--- config.mk ---
export PLATFORM = sky130hd
export DESIGN_NAME = alu_issue
export DESIGN_NICKNAME = d
export VERILOG_FILES = /design/src/rtl/alu_issue.sv
export SDC_FILE = /design/constraint.sdc
export NUM_CORES = 1
export LEC_CHECK = 0
export BUFFER_PORTS_ARGS = -buffer_cell sky130_fd_sc_hd__buf_2
export CORE_ASPECT_RATIO = 0.6
export CORE_MARGIN = 4
export CORE_UTILIZATION = 30
export CTS_BUF_LIST = sky130_fd_sc_hd__clkbuf_16
export DETAILED_ROUTE_END_ITERATION = 10
export PLACE_DENSITY = 0.5
export SLEW_MARGIN = 20
export SYNTH_ARGS = -nofsm -noshare
export SYNTH_HDL_FRONTEND = slang
export SYNTH_SLANG_ARGS = --single-unit
--- constraint.sdc ---
create_clock -name clk -period 4.8 [get_ports clk]
set_input_delay 0 -clock clk [delete_from_list [all_inputs] [get_ports clk]]
set_output_delay 0 -clock clk [all_outputs]
set_load 0.01 [all_outputs]
--- src/rtl/alu_issue.sv ---
// ALU issue stage: RV32I decode to ALU operands/control behind a 2-entry skid buffer.
// ISSUE_ERR_TRAP_EN: ERR entries trap (sticky illegal) instead of issuing.
module alu_issue #(
  parameter int WIDTH = 32
) (
  input  logic             clk,
  input  logic             rst,
  input  logic             in_valid,
  output logic             in_ready,
  input  logic [31:0]      instr,
  input  logic [WIDTH-1:0] pc,
  input  logic [WIDTH-1:0] rs1_data,
  input  logic [WIDTH-1:0] rs2_data,
  input  logic [WIDTH-1:0] imm,
  input  logic             flush,
  output logic             out_valid,
  input  logic             out_ready,
  output logic [WIDTH-1:0] alu_a,
  output logic [WIDTH-1:0] alu_b,
  output logic [3:0]       alu_control,
  output logic             is_branch,
  output logic             illegal
);

  typedef struct packed {
    logic [WIDTH-1:0] a;
    logic [WIDTH-1:0] b;
    logic [3:0]       ctrl;
    logic             br;
  } ent_t;

  localparam logic [3:0] C_ADD  = 4'b0000;
  localparam logic [3:0] C_SUB  = 4'b1000;
  localparam logic [3:0] C_SLT  = 4'b0010;
  localparam logic [3:0] C_SLTU = 4'b0011;
  localparam logic [3:0] C_SRL  = 4'b0101;
  localparam logic [3:0] C_SGE  = 4'b1010;
  localparam logic [3:0] C_SGEU = 4'b1011;
  localparam logic [3:0] C_SRA  = 4'b1101;
  localparam logic [3:0] C_JMP  = 4'b1110;
  localparam logic [3:0] C_ERR  = 4'b1111;

  logic [6:0] opc;
  logic [2:0] f3;
  logic [6:0] f7;
  logic       unused_bits;

  assign opc = instr[6:0];
  assign f3  = instr[14:12];
  assign f7  = instr[31:25];
  assign unused_bits = ^instr[24:7];

  logic is_op, is_opi, is_lui, is_auipc;
  logic is_jmp, is_mem, is_br;
  logic f7_zero, f7_alt, op_ok;

  assign is_op    = opc == 7'b0110011;
  assign is_opi   = opc == 7'b0010011;
  assign is_lui   = opc == 7'b0110111;
  assign is_auipc = opc == 7'b0010111;
  assign is_jmp   = (opc == 7'b1101111) ||
                    (opc == 7'b1100111);
  assign is_mem   = (opc == 7'b0000011) ||
                    (opc == 7'b0100011);
  assign is_br    = opc == 7'b1100011;

  assign f7_zero = f7 == 7'b0000000;
  assign f7_alt  = f7 == 7'b0100000;
  assign op_ok   = f7_zero ||
                   (f7_alt && (f3 == 3'b000 || f3 == 3'b101));

  ent_t dec;

  always_comb begin
    dec      = '0;
    dec.a    = rs1_data;
    dec.b    = rs2_data;
    dec.ctrl = C_ERR;
    unique case (1'b1)
      is_op: begin
        dec.ctrl = op_ok ? {f7[5], f3} : C_ERR;
      end
      is_opi: begin
        dec.b    = imm;
        dec.ctrl = {1'b0, f3};
        if (f3 == 3'b001 && !f7_zero)
          dec.ctrl = C_ERR;
        if (f3 == 3'b101)
          dec.ctrl = f7_zero ? C_SRL :
                     f7_alt  ? C_SRA : C_ERR;
      end
      is_lui: begin
        dec.a    = '0;
        dec.b    = imm;
        dec.ctrl = C_ADD;
      end
      is_auipc: begin
        dec.a    = pc;
        dec.b    = imm;
        dec.ctrl = C_ADD;
      end
      is_jmp: begin
        dec.a    = pc;
        dec.b    = WIDTH'(4);
        dec.ctrl = C_JMP;
      end
      is_mem: begin
        dec.b    = imm;
        dec.ctrl = C_ADD;
      end
      is_br: begin
        dec.br = 1'b1;
        unique case (f3)
          3'b000, 3'b001: dec.ctrl = C_SUB;
          3'b100:         dec.ctrl = C_SLT;
          3'b101:         dec.ctrl = C_SGE;
          3'b110:         dec.ctrl = C_SLTU;
          3'b111:         dec.ctrl = C_SGEU;
          default:        dec.ctrl = C_ERR;
        endcase
      end
      default: ;
    endcase
  end

  ent_t main_q, main_n;
  ent_t skid_q, skid_n;
  logic mv_q, mv_n;
  logic sv_q, sv_n;
  logic rdy_q, rdy_n;
  logic push, pop;

  assign push = in_valid & rdy_q;
  assign pop  = out_valid & out_ready;

`ifdef ISSUE_ERR_TRAP_EN
  logic ill_q, ill_n;
  assign out_valid = mv_q & ~ill_q;
  assign illegal   = ill_q;
`else
  assign out_valid = mv_q;
  assign illegal   = 1'b0;
`endif

  // Pop frees main first so a same-cycle push can refill it.
  always_comb begin
    main_n = main_q;
    skid_n = skid_q;
    mv_n   = mv_q;
    sv_n   = sv_q;
`ifdef ISSUE_ERR_TRAP_EN
    ill_n  = ill_q;
`endif
    if (flush) begin
      mv_n = 1'b0;
      sv_n = 1'b0;
`ifdef ISSUE_ERR_TRAP_EN
      ill_n = 1'b0;
`endif
    end else begin
      if (pop) begin
        if (sv_q) begin
          main_n = skid_q;
          sv_n   = 1'b0;
        end else begin
          mv_n = 1'b0;
        end
      end
      if (push) begin
        if (!mv_n) begin
          main_n = dec;
          mv_n   = 1'b1;
        end else begin
          skid_n = dec;
          sv_n   = 1'b1;
        end
      end
`ifdef ISSUE_ERR_TRAP_EN
      ill_n = ill_q | (mv_n & (main_n.ctrl == C_ERR));
`endif
    end
`ifdef ISSUE_ERR_TRAP_EN
    rdy_n = ~sv_n & ~ill_n;
`else
    rdy_n = ~sv_n;
`endif
  end

  always_ff @(posedge clk) begin
    if (rst) begin
      main_q <= '0;
      skid_q <= '0;
      mv_q   <= 1'b0;
      sv_q   <= 1'b0;
      rdy_q  <= 1'b1;
`ifdef ISSUE_ERR_TRAP_EN
      ill_q  <= 1'b0;
`endif
    end else begin
      main_q <= main_n;
      skid_q <= skid_n;
      mv_q   <= mv_n;
      sv_q   <= sv_n;
      rdy_q  <= rdy_n;
`ifdef ISSUE_ERR_TRAP_EN
      ill_q  <= ill_n;
`endif
    end
  end

  assign in_ready    = rdy_q;
  assign alu_a       = main_q.a;
  assign alu_b       = main_q.b;
  assign alu_control = main_q.ctrl;
  assign is_branch   = main_q.br;

endmodule

==> results_dict.tcl, run 1 <==
set metrics [dict create \
    grt_pass1_vias 6300 \
    cts_setup_buffers 0 \
    synthSimpleGateAreaFrac_pct 14.5 \
    status "finished, final reports clean" \
    htreeDepth 4 \
    clock-sinks 141 \
    drt_iter0_drc 284 \
    cts_buffer_depth 2 \
    grt_antenna_before_repair 0 \
    cts_buffers 17 \
    area_growth_pct 46.0 \
    wl_met1_um 11200 \
    die_y_um 124 \
    synth_commonest_cells "dfxtp_1 (141), nor2_1 (112), a22oi_1 (66)" \
    rsz0062_at_grt "no" \
    worstPathMaxFanout 33 \
    overflow 0 \
    cts_resized 0 \
    clk_latency_ns 0.43 \
    slew_violations 0 \
    synth_compound_area_share_pct 31.2 \
    die-area_um2 24800 \
    finalCriticalPeriod_ns 2.83 \
    synth-edff-count 0 \
    p_clk_share_pct 44.8 \
    finalCritPeriodShare_pct 59.0 \
    max-slew-margin-rel_pct 37.7 \
    track_usage_pct 17.3 \
    synth_top_area_share_pct 42.3 \
    r2r_cells 6 \
    dp_hpwl_um 14200 \
    worstReg2RegStart "sv_q" \
    netlist_area_um2 6680 \
    synth_area_per_cell_um2 8.84 \
    combPwrFrac_pct 13.7 \
    num_rows 41 \
    finalHoldViolCount 0 \
    antenna_left 0 \
    drive_gt1_share_pct 30.2 \
    start_util_pct 31.2 \
    ys_types 54 \
    r2r_slack_ns 2.44 \
    ir_drop_mv 0.235 \
    synth_fa_ha_area_share_pct 0 \
    seq_area_frac_synth_pct 42.3 \
    via_per_inst 4.87 \
    fin_setup_tns_ns 0 \
    hold_path.class "primary input to flip-flop" \
    first_pass_iters 4 \
    synth_area_leaders "dfxtp_1 (42%), a22oi_1 (7.4%), nor2_1 (6.3%)" \
    critPathKind "primary input to flip-flop" \
    ios 237 \
    finalSetupViolCount 0 \
    timing.fmax_ghz 0.353 \
    arrival_ns 3.17 \
    synth-main-ff-cell "dfxtp_1" \
    wire_per_inst_um 16.1 \
    grt_pass1_wl_um 34500 \
    hold_end "skid_q[32]" \
    p_switching_mw 0.739 \
    syn_inst 756 \
    hold_start "rs2_data[27]" \
    internal-power_mw 2.23 \
    synth_top_family_by_area "compound AO/OA/AOI/OAI gates" \
    hold_path_depth 5 \
    wl_met2_um 9200 \
    diodes 0 \
    chipWidth_um 201 \
    root_buffer "clkbuf_16" \
    powerDensity_nw_per_um2 305 \
    seqPwrFrac_pct 41.5 \
    cp-end-kind "flip-flop" \
    synthMuxAreaShare_pct 4.79 \
    cp-start-kind "primary input" \
    drv_cap 0 \
    nets 1226 \
    async_flop_share_pct 0 \
    fin_area_um2 9750 \
    swShare_pct 24.9 \
    whs_ns 0.0159 \
    dpl_cell_area_um2 7920 \
    wl_um 21800 \
    power_leakage_nw 4.17 \
    place_congestion 0.785 \
    path_clk_slew_ns 0.06 \
    yosysMostFrequentCell "dfxtp_1" \
    ys_warn_count 0 \
    synth_area_leader_cell "dfxtp_1" \
    synth_nets 921 \
    fp.coreArea_um2 21400 \
    worst_pin_slew_ns 0.911 \
    final_core_util_pct 45.5 \
    r2r-end "alu_b[30]" \
    routed.top_layer "met4" \
    required_ns 5.14 \
    num_vias 6583 \
    ys_ff_latch 141 \
    cts_hold_buf 122 \
    synth_xor_area_share_pct 0.131 \
    drc 0 \
    met3_length_um 1250 \
    tritoncts "built" \
    skew_ns 0.00901 \
    io_buffer_count 220 \
    grt_max_degree 82 \
]
[per-stage QoR]
stage / instances / worst slack [ns] / power [mW]
floorplan: 756 / 3.14 / 1.43
global placement: 1197 / 1.98 / 1.58
detailed placement: 1198 / 2.00 / 1.58
CTS: 1352 / 1.92 / 3.01
global route: 1353 / 1.70 / 3.11
finish: 1353 / 1.97 / 2.97
[power groups by stage]
stage          sequential [mW]  clock (mW)  combinational [mW]
2_1_floorplan             1.27           0               0.163
3_3_place_gp              1.26           0               0.321
3_5_place_dp              1.26           0               0.322
4_1_cts                   1.23        1.37               0.406
5_1_grt                   1.24        1.43               0.448
6_report                  1.23        1.33               0.407
[state kept, by name (all words and copies together), names as in the netlist]
| signal | count |
|---|---|
| alu_b | 32 |
| sv_q | 1 |
| is_branch | 1 |
| alu_control | 4 |
| skid_q | 69 |
| out_valid | 1 |
| in_ready | 1 |
| alu_a | 32 |
[placed cells by master (no fill, tap or decap), drive strengths merged, types with 2 or more instances in the layout]
| cell | n |
|---|---|
| a21oi | 9 |
| dfxtp | 141 |
| o221a | 2 |
| inv | 35 |
| clkbuf | 17 |
| a31oi | 2 |
| a2111oi | 2 |
| and2 | 3 |
| a211oi | 42 |
| and4b | 2 |
| a22oi | 96 |
| or2 | 4 |
| nor2 | 112 |
| o22ai | 36 |
| nor2b | 3 |
| o21ai | 66 |
| mux2i | 32 |
| nor3 | 35 |
| dlygate4sd3 | 122 |
| nand2 | 40 |
| a21o | 2 |
| a311oi | 2 |
| clkinvlp | 2 |
| nand3 | 4 |
| nand2b | 3 |
| nand4b | 2 |
| buf | 233 |
| clkinv | 9 |
| bufinv | 3 |
[area by class of cell]
| type | count | area, um2 |
|---|---|---|
| clock inverters | 15 | 173 |
| fillers | 2094 | 11700 |
| flip-flops and latches | 141 | 2820 |
| inverters | 34 | 128 |
| multi-input cells | 512 | 3410 |
| repair buffers | 355 | 2440 |
| well taps | 279 | 349 |
| clock buffers | 17 | 425 |
[worst max-delay path, stage by stage]
cell,delay [ns]
buf_2,0.23
nand4b_2,0.71
or2_4,0.56
o21ai_4,0.06
buf_4,0.53
a22oi_2,0.17
dlygate4sd3_1,0.63
a211oi_1,0.23
[cells by family (layout without fill, tap and decap cells)]
logic type             after synthesis  count (layout)
AO/OA/AOI/OAI                      263             263
AND/OR/NAND/NOR                    215             215
flip-flops                         141             141
other                                1               1
XOR/XNOR                             1               1
buffers and inverters              103             421
multiplexers                        32              32
[metal layers]
layer  vias to the layer above  global-route usage (%)
met5                         -                       0
met4                         0                    4.47
met3                        12                    5.44
met2                       164                    24.6
met1                      3040                    25.2
li1                       3367                       -
[worst max path at each step]
stage / start / endpoint / slack [ns] / cells after the start
CTS: instr[5] / alu_a[22] / 1.92 / 7
global placement: instr[5] / alu_a[31] / 1.98 / 6
finish: instr[5] / skid_q[67] / 1.97 / 8
detailed placement: instr[5] / skid_q[68] / 2.00 / 7
floorplan: sv_q / skid_q[38] / 3.14 / 6
global route: instr[5] / skid_q[67] / 1.70 / 8
Power figures use the tool's default switching activity.
==> inputs of run 2 (changes only) <==
Settings changed: PLACE_DENSITY 0.5 to 0.52.
Clock period 4.8 ns to 2.41 ns, I/O delays scaled along.
==> run 2 against run 1 <==
Setup slack worse by 1.7 ns; combinational power is 100% higher; sequential share of layout area is 0.28 points lower; worst hold slack worse by 0.0067 ns; clock power is 97% higher; final area is 0.96% higher; critical path type unchanged; largest power group unchanged.
==> results_dict.tcl, run 2 (synthesis results as in run 1) <==
set metrics [dict create \
    status "finished, final reports clean" \
    seqPwrFrac_pct 41.7 \
    grt_antenna_before_repair 0 \
    power_leakage_nw 4.21 \
    antenna_left 0 \
    area_growth_pct 47.4 \
    cts_buffers 17 \
    rsz0062_at_grt "no" \
    num_vias 6615 \
    slew_violations 0 \
    htreeDepth 4 \
    place_congestion 0.769 \
    nets 1231 \
    dp_cells 1202 \
    clk_latency_ns 0.43 \
    io_buffer_count 220 \
    arrival_ns 2.44 \
    critical_path.slowest_cell "dlygate4sd3_1" \
    ir_drop_mv 0.470 \
    ios 237 \
    final_core_util_pct 45.9 \
    wl_um 22000 \
    worstReg2RegStart "sv_q" \
    fin_setup_tns_ns 0 \
    startpoint "instr[6]" \
    worstPathMaxFanout 23 \
    grt_max_degree 130 \
    swShare_pct 24.7 \
    diodes 0 \
    grt_pass1_vias 6503 \
    overflow 0 \
    drive_gt1_share_pct 30.0 \
    dpl_cell_area_um2 8020 \
    largest_register_ffs 69 \
    num_rows 41 \
    first_pass_iters 5 \
    path_clk_slew_ns 0.06 \
    cpPeakStageDelay_ns 0.61 \
    busiest_layer "met2" \
    finalHoldViolCount 0 \
    final_cell_mix "buf_2 (219), dfxtp_1 (141), dlygate4sd3_1 (124)" \
    start_util_pct 31.2 \
    p_switching_mw 1.46 \
    grt_use_met1_pct 25.3 \
    root_buffer "clkbuf_16" \
    fin_area_um2 9850 \
    cts_setup_buffers 0 \
    combPwrFrac_pct 13.9 \
    finalCriticalPeriod_ns 2.09 \
    cp-start-kind "primary input" \
    timing.fmax_ghz 0.478 \
    use_met3_pct 5.33 \
    critPathKind "primary input to flip-flop" \
    layout_commonest_cell "buf_2" \
    finalCritPeriodShare_pct 86.9 \
    p_clk_share_pct 44.4 \
    use_met2_pct 26.1 \
    hold_start "imm[0]" \
    die_y_um 124 \
    die-area_um2 24800 \
    cp-end-kind "flip-flop" \
    via_per_inst 4.87 \
    tritoncts "built" \
    track_usage_pct 17.6 \
    fp.coreArea_um2 21400 \
    drc 0 \
    hold_path.class "primary input to flip-flop" \
    dp_hpwl_um 14200 \
    clock-sinks 141 \
    wire_per_inst_um 16.2 \
    chipWidth_um 201 \
    cts_buffer_depth 2 \
    regMostFlops "skid_q" \
    worst_pin_slew_ns 0.626 \
    drt_iter0_drc 404 \
    whs_ns 0.00919 \
    powerDensity_nw_per_um2 599 \
    internal-power_mw 4.44 \
    crit_path_cell_trace "buf_2 > and4b_2 > nand3_2 > and2_2 > buf_4 > a22oi_4 > dlygate4sd3_1 > a211oi_2" \
    stdcell_count 1358 \
    drv_cap 0 \
    max-slew-margin-rel_pct 58.2 \
    finalSetupViolCount 0 \
    grt_pass1_wl_um 35100 \
    required_ns 2.76 \
    skew_ns 0.00600 \
]
## run 2: cell count changes in the layout (fill, tap and decap cells not counted)
cell / before / now
inv_6: 1 / 0
and2_4: 1 / 0
dlygate4sd3_1: 122 / 124
buf_12: 1 / 7
and2_2: 0 / 1
buf_4: 12 / 10
buf_8: 1 / 0
inv_1: 34 / 37
clkinv_4: 4 / 2
## run 2: metrics by stage
stage                     power (mW)  setup WS, ns
after floorplan                 2.85         0.750
after global placement          3.16         0.471
after detailed placement        3.16         0.451
after CTS                       5.97         0.328
after global routing            6.17         0.204
final                           5.90         0.316
## run 2: worst paths after layout
kind	endpoint	slack (ns)	cells after the start
worst max-delay path	skid_q[42]	0.32	8
worst min-delay path	alu_b[0]	0.009	5
worst max register to register	alu_a[4]	0.61	5
worst min register to register	is_branch	0.49	2
## run 2: critical path: cells and delay by family
kind	cells	cell delay, ns
compound gates	2	0.27
buf+inv	3	1.19
simple gates	3	0.95
## run 2: per-layer routing
metal,vias up,routed length (um),part of all wire (%)
li1,3377,-,-
met1,3048,11200,51
met2,177,9350,42
met3,13,1290,5.9
met4,0,189,0.86
met5,-,0,0
## run 2: what timing repair did
| item | 4_1_cts | 5_1_grt |
|---|---|---|
| hold endpoints to repair | 134 | 0 |
| hold buffers | 124 | 0 |
| gates resized for setup | 0 | 0 |
## run 2: area by class of cell
type / instances / area [um2]
inverters: 34 / 128
clock inverters: 15 / 158
repair buffers: 360 / 2550
flip-flops and latches: 141 / 2820
clock buffers: 17 / 425
multi-input cells: 512 / 3410
fillers: 2097 / 11600
well taps: 279 / 349
## run 2: power by group through the flow
stage | Combinational [mW] | Clock [mW] | Sequential (mW)
final | 0.820 | 2.62 | 2.46
after global routing | 0.902 | 2.80 | 2.47
after CTS | 0.822 | 2.69 | 2.46
after detailed placement | 0.652 | 0 | 2.51
after global placement | 0.649 | 0 | 2.51
after floorplan | 0.324 | 0 | 2.53
